$ cat src/rtl/fp16_mul_arb.sv
`default_nettype none
// ============================================================================
// Module   : fp16_mul_arb
// Purpose  : Round-robin arbiter and two-stage pipeline that shares one
//            combinational FP16 multiplier between N_REQ requesters.
// Revision : 1.0 - initial release
// ============================================================================
module fp16_mul_arb #(
    parameter int N_REQ = 4,
    parameter int ID_W  = (N_REQ > 1) ? $clog2(N_REQ) : 1
) (
    input  logic                clk_i,
    input  logic                rst_i,
    input  logic [N_REQ-1:0]    req_valid_i,
    input  logic [16*N_REQ-1:0] req_opA_i,
    input  logic [16*N_REQ-1:0] req_opB_i,
    output logic [N_REQ-1:0]    req_ready_o,
    output logic [15:0]         mul_opA_o,
    output logic [15:0]         mul_opB_o,
    input  logic [15:0]         mul_res_i,
    output logic                rsp_valid_o,
    input  logic                rsp_ready_i,
    output logic [ID_W-1:0]     rsp_id_o,
    output logic [15:0]         rsp_data_o,
    output logic [15:0]         op_cnt_o
);

    logic             r_s1Vld;
    logic [15:0]      r_s1OpA;
    logic [15:0]      r_s1OpB;
    logic [ID_W-1:0]  r_s1Id;
    logic [ID_W-1:0]  r_ptr;
    logic             r_rspVld;
    logic [ID_W-1:0]  r_rspId;
    logic [15:0]      r_rspData;
    logic [15:0]      r_opCnt;

    logic             w_s2Free;
    logic             w_s1Adv;
    logic             w_s1Free;
    logic             w_grantVld;
    logic [ID_W-1:0]  w_grantIdx;
    logic [ID_W-1:0]  w_cand;
    logic             w_accept;
    logic [N_REQ-1:0] w_reqReady;

    assign w_s2Free = !r_rspVld || rsp_ready_i;
    assign w_s1Adv  = r_s1Vld && w_s2Free;
    assign w_s1Free = !r_s1Vld || w_s1Adv;

    // Scan from farthest to nearest so the requester closest after r_ptr wins.
    always_comb begin
        w_grantVld = 1'b0;
        w_grantIdx = '0;
        w_cand     = '0;
        for (int i = N_REQ; i >= 1; i--) begin
            w_cand = ID_W'((int'(r_ptr) + i) % N_REQ);
            if (req_valid_i[w_cand]) begin
                w_grantVld = 1'b1;
                w_grantIdx = w_cand;
            end
        end
    end

    assign w_accept = w_grantVld && w_s1Free && !rst_i;

    always_comb begin
        w_reqReady = '0;
        if (w_accept) begin
            w_reqReady[w_grantIdx] = 1'b1;
        end
    end

    always_ff @(posedge clk_i) begin
        if (rst_i) begin
            r_s1Vld   <= 1'b0;
            r_s1OpA   <= '0;
            r_s1OpB   <= '0;
            r_s1Id    <= '0;
            r_ptr     <= ID_W'(N_REQ - 1);
            r_rspVld  <= 1'b0;
            r_rspId   <= '0;
            r_rspData <= '0;
            r_opCnt   <= '0;
        end else begin
            if (w_accept) begin
                r_s1Vld <= 1'b1;
                r_s1OpA <= req_opA_i[16*int'(w_grantIdx) +: 16];
                r_s1OpB <= req_opB_i[16*int'(w_grantIdx) +: 16];
                r_s1Id  <= w_grantIdx;
                r_ptr   <= w_grantIdx;
                r_opCnt <= r_opCnt + 16'd1;
            end else if (w_s1Adv) begin
                r_s1Vld <= 1'b0;
            end

            // S2 payload only moves on advance, so it is held under back-pressure.
            if (w_s1Adv) begin
                r_rspVld  <= 1'b1;
                r_rspId   <= r_s1Id;
                r_rspData <= mul_res_i;
            end else if (rsp_ready_i) begin
                r_rspVld  <= 1'b0;
            end
        end
    end

    assign req_ready_o = w_reqReady;
    assign mul_opA_o   = r_s1OpA;
    assign mul_opB_o   = r_s1OpB;
    assign rsp_valid_o = r_rspVld;
    assign rsp_id_o    = r_rspId;
    assign rsp_data_o  = r_rspData;
    assign op_cnt_o    = r_opCnt;

endmodule
`default_nettype wire
$ cat config.mk
export PLATFORM = sky130hd
export DESIGN_NAME = fp16_mul_arb
export DESIGN_NICKNAME = d
export VERILOG_FILES = /design/src/rtl/fp16_mul_arb.sv
export SDC_FILE = /design/constraint.sdc
export NUM_CORES = 1
export LEC_CHECK = 0
export CORE_UTILIZATION = 30
export DETAILED_ROUTE_END_ITERATION = 16
export GPL_TIMING_DRIVEN = 1
export SLEW_MARGIN = 20
export SYNTH_ARGS = -nofsm -noshare
export SYNTH_HDL_FRONTEND = slang
export SYNTH_SLANG_ARGS = --single-unit
export TNS_END_PERCENT = 100
$ cat constraint.sdc
create_clock -name clk_i -period 5.4 [get_ports clk_i]
set_clock_uncertainty 0.2 [all_clocks]
set_input_delay 1.35 -clock clk_i [delete_from_list [all_inputs] [get_ports clk_i]]
set_output_delay 1.35 -clock clk_i [all_outputs]
set_load 0.01 [all_outputs]
Word-level counts from Yosys, hierarchy flattened
Index checks and enable logic that the tools add are counted.
{"block": "word_totals", "register_bits": 72, "latchBits": 0, "mem_bits_rw": 0, "mem_bits_ro": 0, "input_bits": 151, "out_inout_bits": 71, "elab_cells": 56, "memories": 0}
{"block": "classes", "addsub": 5, "n_mul": 0, "div": 0, "order_cmp": 6, "eq_ne": 0, "shifts": 2, "n_mux": 23, "bitwise": 0, "n_reduce_logical": 11}
{"operator": "64-bit by 7-bit indexed part select with 16-bit output", "count": 2}
{"operator": "16-bit by 1-bit adder with 16-bit output, second input constant", "count": 1}
{"operator": "2-bit by 3-bit < comparator with 1-bit output, second input constant", "count": 5}
{"operator": "1-bit 2-to-1 mux", "count": 13}
{"operator": "1-bit binary-select mux with 2-bit select", "count": 4}
{"operator": "2-bit 2-to-1 mux", "count": 4}
{"operator": "2-bit by 1-bit adder with 2-bit output, second input constant", "count": 2}
{"operator": "2-bit adder, second input constant", "count": 2}
{"operator": "1-bit logical AND", "count": 4}
{"operator": "4-bit 2-to-1 mux", "count": 1}
{"operator": "2-bit nonzero test", "count": 2}
{"operator": "1-bit logical NOT", "count": 3}
{"operator": "1-bit demux with 2-bit select", "count": 1}
{"operator": "2-bit by 1-bit >= comparator with 1-bit output, second input constant", "count": 1}
{"operator": "1-bit logical OR", "count": 2}

Longest topological paths before layout
{"block": "logic_depth", "word_depth": 12, "mapped_depth": 7, "ltp_nobuf": 5}

Least setup slack after synthesis
Ideal clock, no wire load.
{"block": "synth_path", "kind": "input to output", "from": "input rsp_ready_i", "to": "output req_ready_o[0]", "arrival_ns": 2.515, "slack_ns": 1.335, "path_stages": 5, "path_buffers": 2, "path_cell_list": "and3b_1 or3_1 buf_2 buf_2 nor3_1"}
{"block": "synth_via", "elab_chain_cells": 6}
{"item": "from (decl)", "line": "22", "source": "input logic rsp_ready_i,"}
{"item": "1-bit logical OR", "line": "47", "source": "assign w_s2Free = !r_rspVld || rsp_ready_i;"}
{"item": "1-bit logical AND", "line": "48", "source": "assign w_s1Adv = r_s1Vld && w_s2Free;"}
{"item": "1-bit logical OR", "line": "49", "source": "assign w_s1Free = !r_s1Vld || w_s1Adv;"}
{"item": "1-bit logical AND (2 in series)", "line": "65", "source": "assign w_accept = w_grantVld && w_s1Free && !rst_i;"}
{"item": "4-bit 2-to-1 mux", "line": "69", "source": "if (w_accept) begin"}
{"item": "to (decl)", "line": "17", "source": "output logic [N_REQ-1:0] req_ready_o,"}
Every way passes these cells.

Worst setup path in the final report
{"block": "layout_path", "from": "input req_valid_i[1]", "to": "output req_ready_o[3]"}
{"block": "layout_via", "elab_chain_cells": 11, "elab_cells_between_ends": 24, "cone_classes": "2 x order compare; 19 x mux; 3 x reduce/logical"}
{"item": "from (decl)", "line": "14", "source": "input logic [N_REQ-1:0] req_valid_i,"}
{"item": "1-bit binary-select mux with 2-bit select", "line": "58", "source": "if (req_valid_i[w_cand]) begin"}
{"item": "1-bit 2-to-1 mux (not written as such)", "line": "58"}
{"item": "2-bit 2-to-1 mux (4 in series)", "line": "58"}
{"item": "2-bit by 3-bit < comparator with 1-bit output (not written as such) or 2-bit by 1-bit >= comparator with 1-bit output (tied branches)", "line": "70", "source": "w_reqReady[w_grantIdx] = 1'b1;"}
{"item": "1-bit logical AND (not written as such)", "line": "70"}
{"item": "1-bit 2-to-1 mux (not written as such)", "line": "70"}
{"item": "1-bit demux with 2-bit select", "line": "70"}
{"item": "4-bit 2-to-1 mux (*)", "line": "69"}
Mark *: on every way between the ends. The rest lies on a longest branch, timed or not. The select of a mux whose other input is x is not followed.

==> results_dict.tcl <==
set metrics [dict create \
    seq_area_frac_synth_pct 35.3 \
    drt_pass1_iterations 4 \
    multi_input_area_um2 2410 \
    hold-worst-slack_ns 0.254 \
    seq_area_um2 1440 \
    slew_headroom_pct 42.0 \
    syn2layout_area_growth_pct 63.1 \
    num_rows 42 \
    pwr-share-clk_pct 32.4 \
    crit_fanout 10 \
    setup.worst_path.start_class "primary input" \
    fin_cells 804 \
    crit_slowest_cell "clkdlybuf4s50_1" \
    netlist_instances 414 \
    crit_arrival_ns 3.49 \
    viasPerCell 4.56 \
    worst_slew_pin_slew_ns 0.869 \
    switching_share_pct 28.3 \
    post-place-ws_ns 0.333 \
    power.density_nw_per_um2 279 \
    die-area_um2 14100 \
    synth-edff-count 0 \
    p_comb_share_pct 33.6 \
    critPathBufInv 3 \
    cts_tree "built" \
    synth_nets 566 \
    critical_path_required_ns 3.85 \
    ctsHoldBuffers 0 \
    avgSynthCellArea_um2 9.86 \
    hold_viol 0 \
    cts_buffer_depth 2 \
    drv_cap 0 \
    slew_viol_final 0 \
    cts_buffers 9 \
    antenna_found_initial 0 \
    rsz0062_at_grt "no" \
    layout_setup_ws_ns 0.360 \
    fin_crit_ns 5.04 \
    cts_root_buf "clkbuf_16" \
    power.leakage_nw 2.61 \
    drt_iter0_markers 123 \
    nNetsFinal 775 \
    globalRouteTotalUtil_pct 16.2 \
    crit_path_end_kind "output pin" \
    status "complete, no violations" \
    seqPwrFrac_pct 34.0 \
    grt_pass1_wl_um 18100 \
    syn-cell-area_um2 4080 \
    dpl_cell_area_um2 6360 \
    cp_top_family "buffers and inverters" \
    io_pins 222 \
    die_y_um 119 \
    place.gp.congestion 0.773 \
    max_freq_ghz 0.198 \
    min_period_over_period_pct 93.3 \
    diodes 0 \
    drive_above_1_share_pct 15.6 \
    h-tree-depth 3 \
    clock-sinks 72 \
    clk_latency_ns 0.33 \
    synth_area_leaders "dfxtp_1 35%, mux2i_1 16%, o21ai_2 6.9%" \
    synthArstFlopShare_pct 0 \
    hpwl_um 8580 \
    synth_flop_cell "dfxtp_1" \
    route.detailed.drc 0 \
    hold_path_class "reg -> reg" \
    n_fill_cell 1273 \
    synth.top_cell.area_share_pct 35.3 \
    detail_route.wl_per_cell_um 13.8 \
    power_switching_mw 0.526 \
    design_area_um2 6660 \
    yosysTopAreaCell "dfxtp_1" \
    core_um2 13200 \
    clkTransAtPathRegs_ns 0.06 \
    ir_worst_vdd_uv 136 \
    worstPathCellList "clkdlybuf4s50_1, nor4_2, buf_4, nor3_2, nand2_1, nor2b_1, clkdlybuf4s50_1" \
    dp.cells 788 \
    post_cts_buffers 0 \
    ys_ff_latch 72 \
    grt_pass1_vias 3738 \
    yosysWarningCount 0 \
    fp.dieW_um 119 \
    numPortBuffers 221 \
    internal-power_mw 1.33 \
    cts_resized 0 \
    final.setup.tns_ns 0 \
    critical_path_class "in -> out" \
    ys_types 41 \
    grt_max_degree 68 \
    initial_core_util_pct 30.8 \
    critPathMaxStageDelay_ns 0.57 \
    grt.overflow.total 0 \
    wirelength_um 11100 \
    ant_nets 0 \
    cp_common_cell "clkdlybuf4s50_1" \
    setup_viol 0 \
    num_vias 3664 \
]
-- registers in the layout, indices dropped and copies added (netlist names) --
register / count
rsp_id_o: 2
rsp_data_o: 16
mul_opB_o: 16
mul_opA_o: 16
r_s1Vld: 1
r_ptr: 2
rsp_valid_o: 1
r_s1Id: 2
op_cnt_o: 16
-- metal layers --
| layer | up-vias | track usage [%] | share of wire [%] |
|---|---|---|---|
| met5 | - | 0 | 0 |
| met2 | 129 | 29.2 | 50 |
| li1 | 1890 | - | - |
| met4 | 0 | 5.70 | 1.0 |
| met1 | 1635 | 18.0 | 40 |
| met3 | 10 | 4.78 | 8.2 |
-- cell usage in the layout, fill, tap and decap left out, types with 2 or more instances in the layout --
master,n
inv_6,2
mux2_2,16
and2_1,4
nand4_1,6
clkbuf_16,9
buf_4,8
o21ai_0,2
nand3_1,7
dfxtp_1,72
clkdlybuf4s50_1,220
nor3_1,2
inv_1,4
nand3b_1,33
and3_1,5
nand2_1,45
clkinv_4,3
mux2i_1,64
mux2_4,17
nand2b_1,3
o21ai_2,32
a21oi_1,23
nor2_1,19
xor2_1,14
-- final timing paths --
check	start	end	slack, ns	cells past startpoint
max reg2reg	r_ptr[0]	mul_opB_o[4]	3.09	6
min reg2reg	rsp_data_o[7]	rsp_data_o[7]	0.25	2
min	rsp_data_o[7]	rsp_data_o[7]	0.25	2
max	req_valid_i[1]	req_ready_o[3]	0.36	7
-- kinds of logic after synthesis --
| group | count (synthesis) | share of synthesized area, % |
|---|---|---|
| AOI/OAI and AO/OA | 61 | 10.9 |
| xor gates and xnor gates | 14 | 3.00 |
| muxes | 97 | 26.3 |
| adders and majority gates | 1 | 0.306 |
| and+or+nand+nor | 134 | 18.3 |
| DFF | 72 | 35.3 |
| buffers and inverters | 35 | 5.79 |
-- power groups by stage --
stage | Sequential [mW] | Combinational, mW | Clock, mW
2_1_floorplan | 0.664 | 0.349 | 0
3_3_place_gp | 0.640 | 0.628 | 0
3_5_place_dp | 0.643 | 0.633 | 0
4_1_cts | 0.632 | 0.636 | 0.621
5_1_grt | 0.639 | 0.678 | 0.643
6_report | 0.631 | 0.624 | 0.602
-- layout make-up --
class	instances	share of cell area (%)
inverters	4	0.225
flip-flops and latches	72	21.6
well taps	176	3.31
repair buffers	229	34.0
multi-input cells	307	36.2
clock buffers	9	3.38
clock inverters	7	1.18
-- per-stage QoR --
step           utilization (%)  power [mW]
6_report                  50.3        1.86
5_1_grt                   50.3        1.96
4_1_cts                   50.3        1.89
2_1_floorplan                -        1.01
3_5_place_dp              48.0        1.28
3_3_place_gp              48.0        1.27
-- tightest hold or removal path: stages, from the launching register on --
cell and delay, ns:
dfxtp_1 0.31, nand2_1 0.05, a21oi_1 0.05
-- synth_stat cells, drive strengths merged (5+ instances only) --
master and number:
and3 5, nor2 19, dfxtp 72, nand2 45, nand3 7, clkbuf 16, a21oi 23, nand4 6
buf 15, mux2 33, nand3b 33, mux2i 64, xor2 14, o21ai 35
Note: power is estimated with default switching activity, not from simulation.
